$ cat src/rtl/axi_lite_arbiter2.sv
// Two-port AXI-lite arbiter: s0/s1 share one downstream slave m, one transaction in flight,
// round-robin between ports and read-before-write within a port.
module axi_lite_arbiter2 #(
    parameter int ADDR_WIDTH = 64,
    parameter int DATA_WIDTH = 64
) (
    input  logic                    clk,
    input  logic                    rstn,
    // upstream port 0
    input  logic [ADDR_WIDTH-1:0]   s0_awaddr,
    input  logic                    s0_awvalid,
    output logic                    s0_awready,
    input  logic [DATA_WIDTH-1:0]   s0_wdata,
    input  logic [DATA_WIDTH/8-1:0] s0_wstrb,
    input  logic                    s0_wvalid,
    output logic                    s0_wready,
    output logic [1:0]              s0_bresp,
    output logic                    s0_bvalid,
    input  logic                    s0_bready,
    input  logic [ADDR_WIDTH-1:0]   s0_araddr,
    input  logic                    s0_arvalid,
    output logic                    s0_arready,
    output logic [DATA_WIDTH-1:0]   s0_rdata,
    output logic [1:0]              s0_rresp,
    output logic                    s0_rvalid,
    input  logic                    s0_rready,
    // upstream port 1
    input  logic [ADDR_WIDTH-1:0]   s1_awaddr,
    input  logic                    s1_awvalid,
    output logic                    s1_awready,
    input  logic [DATA_WIDTH-1:0]   s1_wdata,
    input  logic [DATA_WIDTH/8-1:0] s1_wstrb,
    input  logic                    s1_wvalid,
    output logic                    s1_wready,
    output logic [1:0]              s1_bresp,
    output logic                    s1_bvalid,
    input  logic                    s1_bready,
    input  logic [ADDR_WIDTH-1:0]   s1_araddr,
    input  logic                    s1_arvalid,
    output logic                    s1_arready,
    output logic [DATA_WIDTH-1:0]   s1_rdata,
    output logic [1:0]              s1_rresp,
    output logic                    s1_rvalid,
    input  logic                    s1_rready,
    // downstream port
    output logic [ADDR_WIDTH-1:0]   m_awaddr,
    output logic                    m_awvalid,
    input  logic                    m_awready,
    output logic [DATA_WIDTH-1:0]   m_wdata,
    output logic [DATA_WIDTH/8-1:0] m_wstrb,
    output logic                    m_wvalid,
    input  logic                    m_wready,
    input  logic [1:0]              m_bresp,
    input  logic                    m_bvalid,
    output logic                    m_bready,
    output logic [ADDR_WIDTH-1:0]   m_araddr,
    output logic                    m_arvalid,
    input  logic                    m_arready,
    input  logic [DATA_WIDTH-1:0]   m_rdata,
    input  logic [1:0]              m_rresp,
    input  logic                    m_rvalid,
    output logic                    m_rready,
    // status
    output logic                    busy,
    output logic [1:0]              grant
);

    typedef enum logic [2:0] {IDLE, RD_ADDR, RD_DATA, WR_REQ, WR_RESP} state_t;

    state_t     state, state_nxt;
    logic [1:0] grant_nxt;
    logic       last_grant, last_grant_nxt;   // 0 = s0, 1 = s1
    logic       aw_done, aw_done_nxt;
    logic       w_done, w_done_nxt;

    logic       sel;
    logic       req0, req1, win1;
    logic       aw_hs, w_hs;
    logic       fwd_awready, fwd_wready, fwd_bvalid, fwd_arready, fwd_rvalid;
    logic       g_awvalid, g_wvalid, g_bready, g_arvalid, g_rready;

    assign sel  = grant[1];
    assign busy = (state != IDLE);

    // A write request needs both AW and W presented; a lone half is not a request.
    assign req0 = s0_arvalid | (s0_awvalid & s0_wvalid);
    assign req1 = s1_arvalid | (s1_awvalid & s1_wvalid);
    assign win1 = req1 & (~req0 | ~last_grant);

    assign g_awvalid = sel ? s1_awvalid : s0_awvalid;
    assign g_wvalid  = sel ? s1_wvalid  : s0_wvalid;
    assign g_bready  = sel ? s1_bready  : s0_bready;
    assign g_arvalid = sel ? s1_arvalid : s0_arvalid;
    assign g_rready  = sel ? s1_rready  : s0_rready;

    assign m_awaddr = sel ? s1_awaddr : s0_awaddr;
    assign m_wdata  = sel ? s1_wdata  : s0_wdata;
    assign m_wstrb  = sel ? s1_wstrb  : s0_wstrb;
    assign m_araddr = sel ? s1_araddr : s0_araddr;

    assign s0_rdata = m_rdata;
    assign s0_rresp = m_rresp;
    assign s0_bresp = m_bresp;
    assign s1_rdata = m_rdata;
    assign s1_rresp = m_rresp;
    assign s1_bresp = m_bresp;

    assign s0_awready = grant[0] & fwd_awready;
    assign s0_wready  = grant[0] & fwd_wready;
    assign s0_bvalid  = grant[0] & fwd_bvalid;
    assign s0_arready = grant[0] & fwd_arready;
    assign s0_rvalid  = grant[0] & fwd_rvalid;
    assign s1_awready = grant[1] & fwd_awready;
    assign s1_wready  = grant[1] & fwd_wready;
    assign s1_bvalid  = grant[1] & fwd_bvalid;
    assign s1_arready = grant[1] & fwd_arready;
    assign s1_rvalid  = grant[1] & fwd_rvalid;

    always_ff @(posedge clk) begin
        if (!rstn) begin
            state      <= IDLE;
            grant      <= '0;
            last_grant <= 1'b1;
            aw_done    <= 1'b0;
            w_done     <= 1'b0;
        end else begin
            state      <= state_nxt;
            grant      <= grant_nxt;
            last_grant <= last_grant_nxt;
            aw_done    <= aw_done_nxt;
            w_done     <= w_done_nxt;
        end
    end

    always_comb begin
        state_nxt      = state;
        grant_nxt      = grant;
        last_grant_nxt = last_grant;
        aw_done_nxt    = aw_done;
        w_done_nxt     = w_done;
        m_awvalid      = 1'b0;
        m_wvalid       = 1'b0;
        m_bready       = 1'b0;
        m_arvalid      = 1'b0;
        m_rready       = 1'b0;
        fwd_awready    = 1'b0;
        fwd_wready     = 1'b0;
        fwd_bvalid     = 1'b0;
        fwd_arready    = 1'b0;
        fwd_rvalid     = 1'b0;
        aw_hs          = 1'b0;
        w_hs           = 1'b0;
        case (state)
            IDLE: begin
                if (req0 | req1) begin
                    grant_nxt      = win1 ? 2'b10 : 2'b01;
                    last_grant_nxt = win1;
                    state_nxt      = (win1 ? s1_arvalid : s0_arvalid) ? RD_ADDR : WR_REQ;
                end
            end
            RD_ADDR: begin
                m_arvalid   = g_arvalid;
                fwd_arready = m_arready;
                if (g_arvalid & m_arready) state_nxt = RD_DATA;
            end
            RD_DATA: begin
                fwd_rvalid = m_rvalid;
                m_rready   = g_rready;
                if (m_rvalid & g_rready) begin
                    state_nxt = IDLE;
                    grant_nxt = '0;
                end
            end
            WR_REQ: begin
                // Each channel is masked off once its own handshake has been recorded.
                m_awvalid   = g_awvalid & ~aw_done;
                fwd_awready = m_awready & ~aw_done;
                m_wvalid    = g_wvalid & ~w_done;
                fwd_wready  = m_wready & ~w_done;
                aw_hs       = g_awvalid & ~aw_done & m_awready;
                w_hs        = g_wvalid & ~w_done & m_wready;
                if (aw_hs) aw_done_nxt = 1'b1;
                if (w_hs)  w_done_nxt  = 1'b1;
                if ((aw_done | aw_hs) & (w_done | w_hs)) begin
                    state_nxt   = WR_RESP;
                    aw_done_nxt = 1'b0;
                    w_done_nxt  = 1'b0;
                end
            end
            WR_RESP: begin
                fwd_bvalid = m_bvalid;
                m_bready   = g_bready;
                if (m_bvalid & g_bready) begin
                    state_nxt = IDLE;
                    grant_nxt = '0;
                end
            end
            default: begin
                state_nxt = IDLE;
                grant_nxt = '0;
            end
        endcase
    end

endmodule

$ cat config.mk
export PLATFORM = sky130hd
export DESIGN_NAME = axi_lite_arbiter2
export DESIGN_NICKNAME = d
export VERILOG_FILES = /design/src/rtl/axi_lite_arbiter2.sv
export SDC_FILE = /design/constraint.sdc
export NUM_CORES = 1
export LEC_CHECK = 0
export ABC_CLOCK_PERIOD_IN_PS = 2029
export BUFFER_PORTS_ARGS = -buffer_cell sky130_fd_sc_hd__buf_4
export CAP_MARGIN = 20
export CORE_AREA = 2 2 331 333
export DETAILED_ROUTE_END_ITERATION = 8
export DIE_AREA = 0 0 333 335
export GPL_TIMING_DRIVEN = 0
export SLEW_MARGIN = 20
export SYNTH_ARGS = -nofsm -noshare
export SYNTH_HDL_FRONTEND = slang
export SYNTH_SLANG_ARGS = --single-unit
$ cat constraint.sdc
create_clock -name clk -period 2.03 [get_ports clk]
set_clock_uncertainty 0.2 [all_clocks]
set_input_delay 0.1015 -clock clk [delete_from_list [all_inputs] [get_ports clk]]
set_output_delay 0.1015 -clock clk [all_outputs]
set_load 0.01 [all_outputs]
==> impl_metrics.env, run 1 <==
export IMPL_status="completed"
export IMPL_slew_headroom_pct=60.43
export IMPL_vias_per_cell=2.582
export IMPL_yosysTopAreaCell="mux2_2"
export IMPL_clkSinkCount=8
export IMPL_setup_viol_count_final=0
export IMPL_dpl_cell_count=2626
export IMPL_start_util_pct=3.736
export IMPL_fin_crit_sh_pct=99.21
export IMPL_cts_buffer_depth=2
export IMPL_crit_path_end_kind="output port"
export IMPL_syn_inst=442
export IMPL_die_area_mm2=0.1116
export IMPL_rows=121
export IMPL_wl_um=72980
export IMPL_synthTopCellsByArea="mux2_2, buf_4, dfxtp_1"
export IMPL_yosysWarnings=0
export IMPL_vias=6883
export IMPL_rsz0062_at_grt="yes"
export IMPL_rr_worst_depth=6
export IMPL_max_freq_mhz=496.5
export IMPL_die_h_um=335
export IMPL_clk_pin_slew_ns=0.04
export IMPL_cts_tree="yes"
export IMPL_syn_nets=927
export IMPL_antenna_found_initial=100
export IMPL_tightestPinTransition_ns=0.5882
export IMPL_ys_types=28
export IMPL_required_ns=1.73
export IMPL_grtUsageTotal_pct=12.26
export IMPL_grt_max_degree=11
export IMPL_numCtsBuffers=3
export IMPL_core_area_mm2=0.1081
export IMPL_ys_seq_area_share_pct=3.965
export IMPL_hold_depth=4
export IMPL_worstPathArrival_ns=1.71
export IMPL_postSynthAreaPerCell_um2=9.138
export IMPL_hold_viol_final=0
export IMPL_gr_total_overflow=0
export IMPL_multi_input_area_mm2=0.003133
export IMPL_dr_pass1_iters=4
export IMPL_die_x_um=333
export IMPL_crit_type="flop to output port"
export IMPL_crit_reg2reg_launch="grant[1]"
export IMPL_io_pins=839
export IMPL_hpwl_um=68570
export IMPL_wl_per_cell_um=27.37
export IMPL_finalMaxSlewViolations=0
export IMPL_seq_area_um2=165.2
export IMPL_hold_slack_ns=0.1260
export IMPL_max_vdd_ir_drop_mv=0.3738
export IMPL_r2r_end="state[1]"
export IMPL_routabilityCongestion=0.8616
export IMPL_post_route_min_period_ns=2.014
export IMPL_layout_nets=1722
export IMPL_cap_violations=0
export IMPL_cp_start_kind="flop"
export IMPL_synth_top_area_share_pct=56.60
export IMPL_hp_start="m_wready"
export IMPL_worstSkewPairLatency_ns=0.23
export IMPL_rrSetupSlack_ns=0.08
export IMPL_drc_errors=0
export IMPL_first_global_vias=6661
export IMPL_p_per_area_mw_per_mm2=543.5
export IMPL_area_growth_pct=219.3
export IMPL_min_path_type="input pin to flop"
export IMPL_power_leakage_uw=0.006133
export IMPL_fill_cells=12500
export IMPL_grt_pass1_wl_um=84860
export IMPL_h_tree_depth=1
export IMPL_min_to="w_done"
export IMPL_ys_ff_latch=8
export IMPL_drtAntennaViolNets=0
export IMPL_port_buffer_count=770
export IMPL_syn_area_mm2=0.004039
export IMPL_cts_root_buf="clkbuf_16"
export IMPL_drive_gt1_share_pct=95.14
export IMPL_final_cell_count_no_fill=2666
export IMPL_crit_fanout=10
export IMPL_drt_iter0_drc=160
placed cells by master (no fill, tap or decap), drive strengths merged:
cell type / netlist / layout
a211oi: 1 / 1
and3: 12 / 12
diode: 0 / 17
nand2b: 3 / 3
a21o: 2 / 2
nor3: 5 / 5
dlygate4sd3: 0 / 1
a21boi: 2 / 2
a21oi: 5 / 5
and2: 3 / 3
o31ai: 2 / 2
dfxtp: 8 / 8
nor2: 7 / 7
nand3: 1 / 1
nor3b: 4 / 4
inv: 2 / 2
buf: 153 / 942
clkbuf: 7 / 10
o221a: 2 / 2
nor4: 2 / 2
mux2: 203 / 203
nand2: 7 / 7
o311ai: 1 / 1
o21a: 2 / 2
mux2i: 4 / 4
nor2b: 3 / 3
o21ai: 1 / 1
registers in the layout (all words and copies together) (netlist names):
name,count
w_done,1
aw_done,1
last_grant,1
grant,2
state,3
critical path, stage by stage (launching register included):
cell and delay (ns):
dfxtp_4 0.41, buf_12 0.16, clkbuf_16 0.22, buf_12 0.17
mux2_2 0.35, buf_6 0.13
cells in the mapped netlist (all sizes together):
| cell | n |
|---|---|
| o31ai | 2 |
| o21ai | 1 |
| and2 | 3 |
| o311ai | 1 |
| nor2b | 3 |
| nor3 | 5 |
| dfxtp | 8 |
| mux2 | 203 |
| o221a | 2 |
| nand3 | 1 |
| nor2 | 7 |
| and3 | 12 |
| mux2i | 4 |
| a21o | 2 |
| buf | 153 |
| inv | 2 |
| nand2b | 3 |
| clkbuf | 7 |
| nor3b | 4 |
| a21oi | 5 |
| o21a | 2 |
| a211oi | 1 |
| nand2 | 7 |
| nor4 | 2 |
| a21boi | 2 |
area by class of cell:
| cell class | count | area share [%] |
|---|---|---|
| diodes | 17 | 0.3299 |
| plain buffers | 157 | 10.62 |
| clock buffers | 3 | 0.5822 |
| inverters | 2 | 0.05822 |
| multi-input cells | 272 | 24.30 |
| flip-flops and latches | 8 | 1.281 |
| well taps | 1414 | 13.72 |
| repair buffers | 793 | 49.12 |
per-layer routing:
| layer | track usage [%] | share of wire [%] |
|---|---|---|
| met5 | 0 | 0.12 |
| met4 | 1.040 | 1.9 |
| met3 | 4.331 | 9.8 |
| met2 | 19.99 | 45 |
| met1 | 16.01 | 43 |
cell families (layout without fill, tap and decap cells):
family | Yosys count | count (layout) | synth area share (%)
other cells | 0 | 17 | 0
flops | 8 | 8 | 3.965
buf+inv | 162 | 955 | 28.28
simple gates | 47 | 47 | 6.847
mux | 207 | 207 | 57.59
compound gates | 18 | 18 | 3.314
report_power, final:
part	total, uW	internal [uW]	switching (uW)
Sequential	295	210	85.0
Clock	333	254	78.6
Combinational	6380	3730	2650
worst max path at each step:
stage	slack [ns]	to	from	depth (start not counted)
2_1_floorplan	0.21	state[1]	grant[1]	5
3_3_place_gp	-1.49	m_wdata[41]	grant[1]	5
3_5_place_dp	-0.98	m_wdata[41]	grant[1]	5
4_1_cts	-0.08	m_wdata[41]	grant[1]	6
5_1_grt	-0.04	m_wstrb[5]	grant[1]	5
6_report	0.02	m_wstrb[5]	grant[1]	5
what timing repair did:
item | in CTS | in global routing
setup buffers | 12 | 6
gates resized for setup | 140 | 104
hold endpoints to repair | 6 | 0
hold buffers | 1 | 0
gates cloned | 5 | 1
setup endpoints to repair | 211 | 117
pin swaps | 0 | 4
per-stage QoR:
stage               TNS [ns]  power (uW)  util (%)  setup slack (ns)  area [um^2]
global route         -0.8611        7442     11.90          -0.04413        12860
global placement     -162.56        5566     10.72            -1.488        11590
finish                     0        7009     11.93           0.01596        12890
detailed placement   -108.14        5570     10.72           -0.9819        11590
CTS                  -0.6708        6835     11.53          -0.07510        12470
floorplan                  0        2660         -            0.2079         4039
Note: power is estimated with default switching activity, not from simulation.
==> inputs of run 2 (changes only) <==
Settings changed: MAX_ROUTING_LAYER set to met4.
==> run 2 against run 1 <==
Net effect: routed wire length about the same; clock-buffer cell count unchanged; register-to-register slack improved by 0.02 ns; global-route usage rose by 0.26 points; design area is 2.5% lower; sequential power is 3% lower; sequential share of layout area barely moved; die area is the same; critical path type unchanged; highest routed layer is now met4.
==> impl_metrics.env, run 2 (synthesis results as in run 1) <==
export IMPL_top_regs="state (3), grant (2)"
export IMPL_cts_root_buf="clkbuf_16"
export IMPL_top_register="state"
export IMPL_cts_tree="yes"
export IMPL_setup_viol_count_final=0
export IMPL_crit_fanout=10
export IMPL_core_area_mm2=0.1081
export IMPL_hold_viol_final=0
export IMPL_antenna_found_initial=109
export IMPL_drtAntennaViolNets=0
export IMPL_vias_per_cell=2.552
export IMPL_drive_gt1_share_pct=94.71
export IMPL_max_freq_mhz=499.5
export IMPL_slew_headroom_pct=61.31
export IMPL_max_vdd_ir_drop_mv=0.3641
export IMPL_r2r_end="state[1]"
export IMPL_cts_buffer_depth=2
export IMPL_clkSinkCount=8
export IMPL_wl_um=72990
export IMPL_tightestPinTransition_ns=0.5750
export IMPL_p_per_area_mw_per_mm2=535.5
export IMPL_crit_path_end_kind="output port"
export IMPL_drt_iter0_drc=186
export IMPL_grt_pass1_wl_um=84200
export IMPL_required_ns=1.73
export IMPL_die_h_um=335
export IMPL_crit_end="m_wdata[55]"
export IMPL_final_cell_mix="buf_4, mux2_2, mux2_4"
export IMPL_clk_pin_slew_ns=0.04
export IMPL_wl_per_cell_um=27.30
export IMPL_dr_pass1_iters=4
export IMPL_rsz0062_at_grt="yes"
export IMPL_fin_tns_setup_ns=0
export IMPL_fin_crit_sh_pct=98.62
export IMPL_worstPathArrival_ns=1.70
export IMPL_vias=6823
export IMPL_rr_worst_depth=5
export IMPL_port_buffer_count=770
export IMPL_status="completed"
export IMPL_hpwl_um=68610
export IMPL_rrSetupSlack_ns=0.10
export IMPL_fin_total_pwr_uw=6735
export IMPL_start_util_pct=3.736
export IMPL_grtUsageTotal_pct=12.51
export IMPL_worstSkewPairLatency_ns=0.23
export IMPL_rows=121
export IMPL_min_path_type="input pin to flop"
export IMPL_area_growth_pct=211.4
export IMPL_hold_slack_ns=0.1073
export IMPL_finalMaxSlewViolations=0
export IMPL_crit_reg2reg_launch="state[2]"
export IMPL_crit_path_start="grant[1]"
export IMPL_numCtsBuffers=3
export IMPL_grt_max_degree=11
export IMPL_largest_register_ffs=3
export IMPL_die_x_um=333
export IMPL_die_area_mm2=0.1116
export IMPL_cap_violations=0
export IMPL_power_leakage_uw=0.005902
export IMPL_layout_nets=1716
export IMPL_drc_errors=0
export IMPL_first_global_vias=6706
export IMPL_routabilityCongestion=0.8732
export IMPL_post_route_min_period_ns=2.002
export IMPL_final_common_cell="buf_4"
export IMPL_gr_total_overflow=0
export IMPL_io_pins=839
export IMPL_crit_type="flop to output port"
export IMPL_cp_start_kind="flop"
export IMPL_h_tree_depth=1
[run 2: cell type report]
type | count | area [um^2]
tap | 1414 | 1769
buffer | 160 | 1413
multi-input combinational | 272 | 2928
fill | 12570 | 95520
clock buffer | 3 | 75.07
sequential | 8 | 165.2
timing repair buffer | 784 | 6142
antenna | 31 | 77.57
inverter | 2 | 7.507
[run 2: how the worst min path moves through the flow]
stage               cells past startpoint  slack (ns)         from           end
detailed placement                      2        0.18  m_rdata[33]  s1_rdata[33]
global route                            4        0.15     m_wready        w_done
global placement                        2        0.17         rstn    last_grant
CTS                                     4        0.10     m_wready        w_done
finish                                  4        0.11     m_wready        w_done
floorplan                               1       -0.02         rstn    last_grant
[run 2: routing by layer]
layer	wire, um	track usage (%)
met2	32710	19.76
met5	0	-
met4	1196	0.8761
met1	32060	15.86
met3	7029	4.522
[run 2: through the flow]
stage                     setup slack [ns]  util (%)  cells  instance area [um^2]
after floorplan                     0.2079         -    442                  4039
after global placement              -1.391     10.72   2626                 11590
after detailed placement           -0.9677     10.72   2626                 11590
after CTS                         -0.03529     11.14   2637                 12040
after global routing              -0.03934     11.61   2662                 12550
final                              0.02793     11.64   2674                 12580
[run 2: power breakdown]
group | internal [uW] | switching, uW | leakage (uW) | total, uW
logic | 3510 | 2610 | 0.00580 | 6110
registers | 210 | 76.9 | 0.0000665 | 287
clock network | 254 | 80.6 | 0.0000372 | 335
[run 2: critical path, stage by stage, from the launching register on]
cell and delay [ns]:
dfxtp_4 0.37, buf_12 0.16, clkbuf_16 0.24, buf_12 0.18
mux2_2 0.34, buf_4 0.14
[run 2: repair_timing]
| action | in CTS | in global routing |
|---|---|---|
| resized for setup | 77 | 85 |
| cloned | 2 | 5 |
| hold endpoints to repair | 5 | 0 |
| buffers inserted | 5 | 1 |
| pin swaps | 0 | 2 |
| hold buffers | 1 | 0 |
| setup endpoints to repair | 212 | 77 |
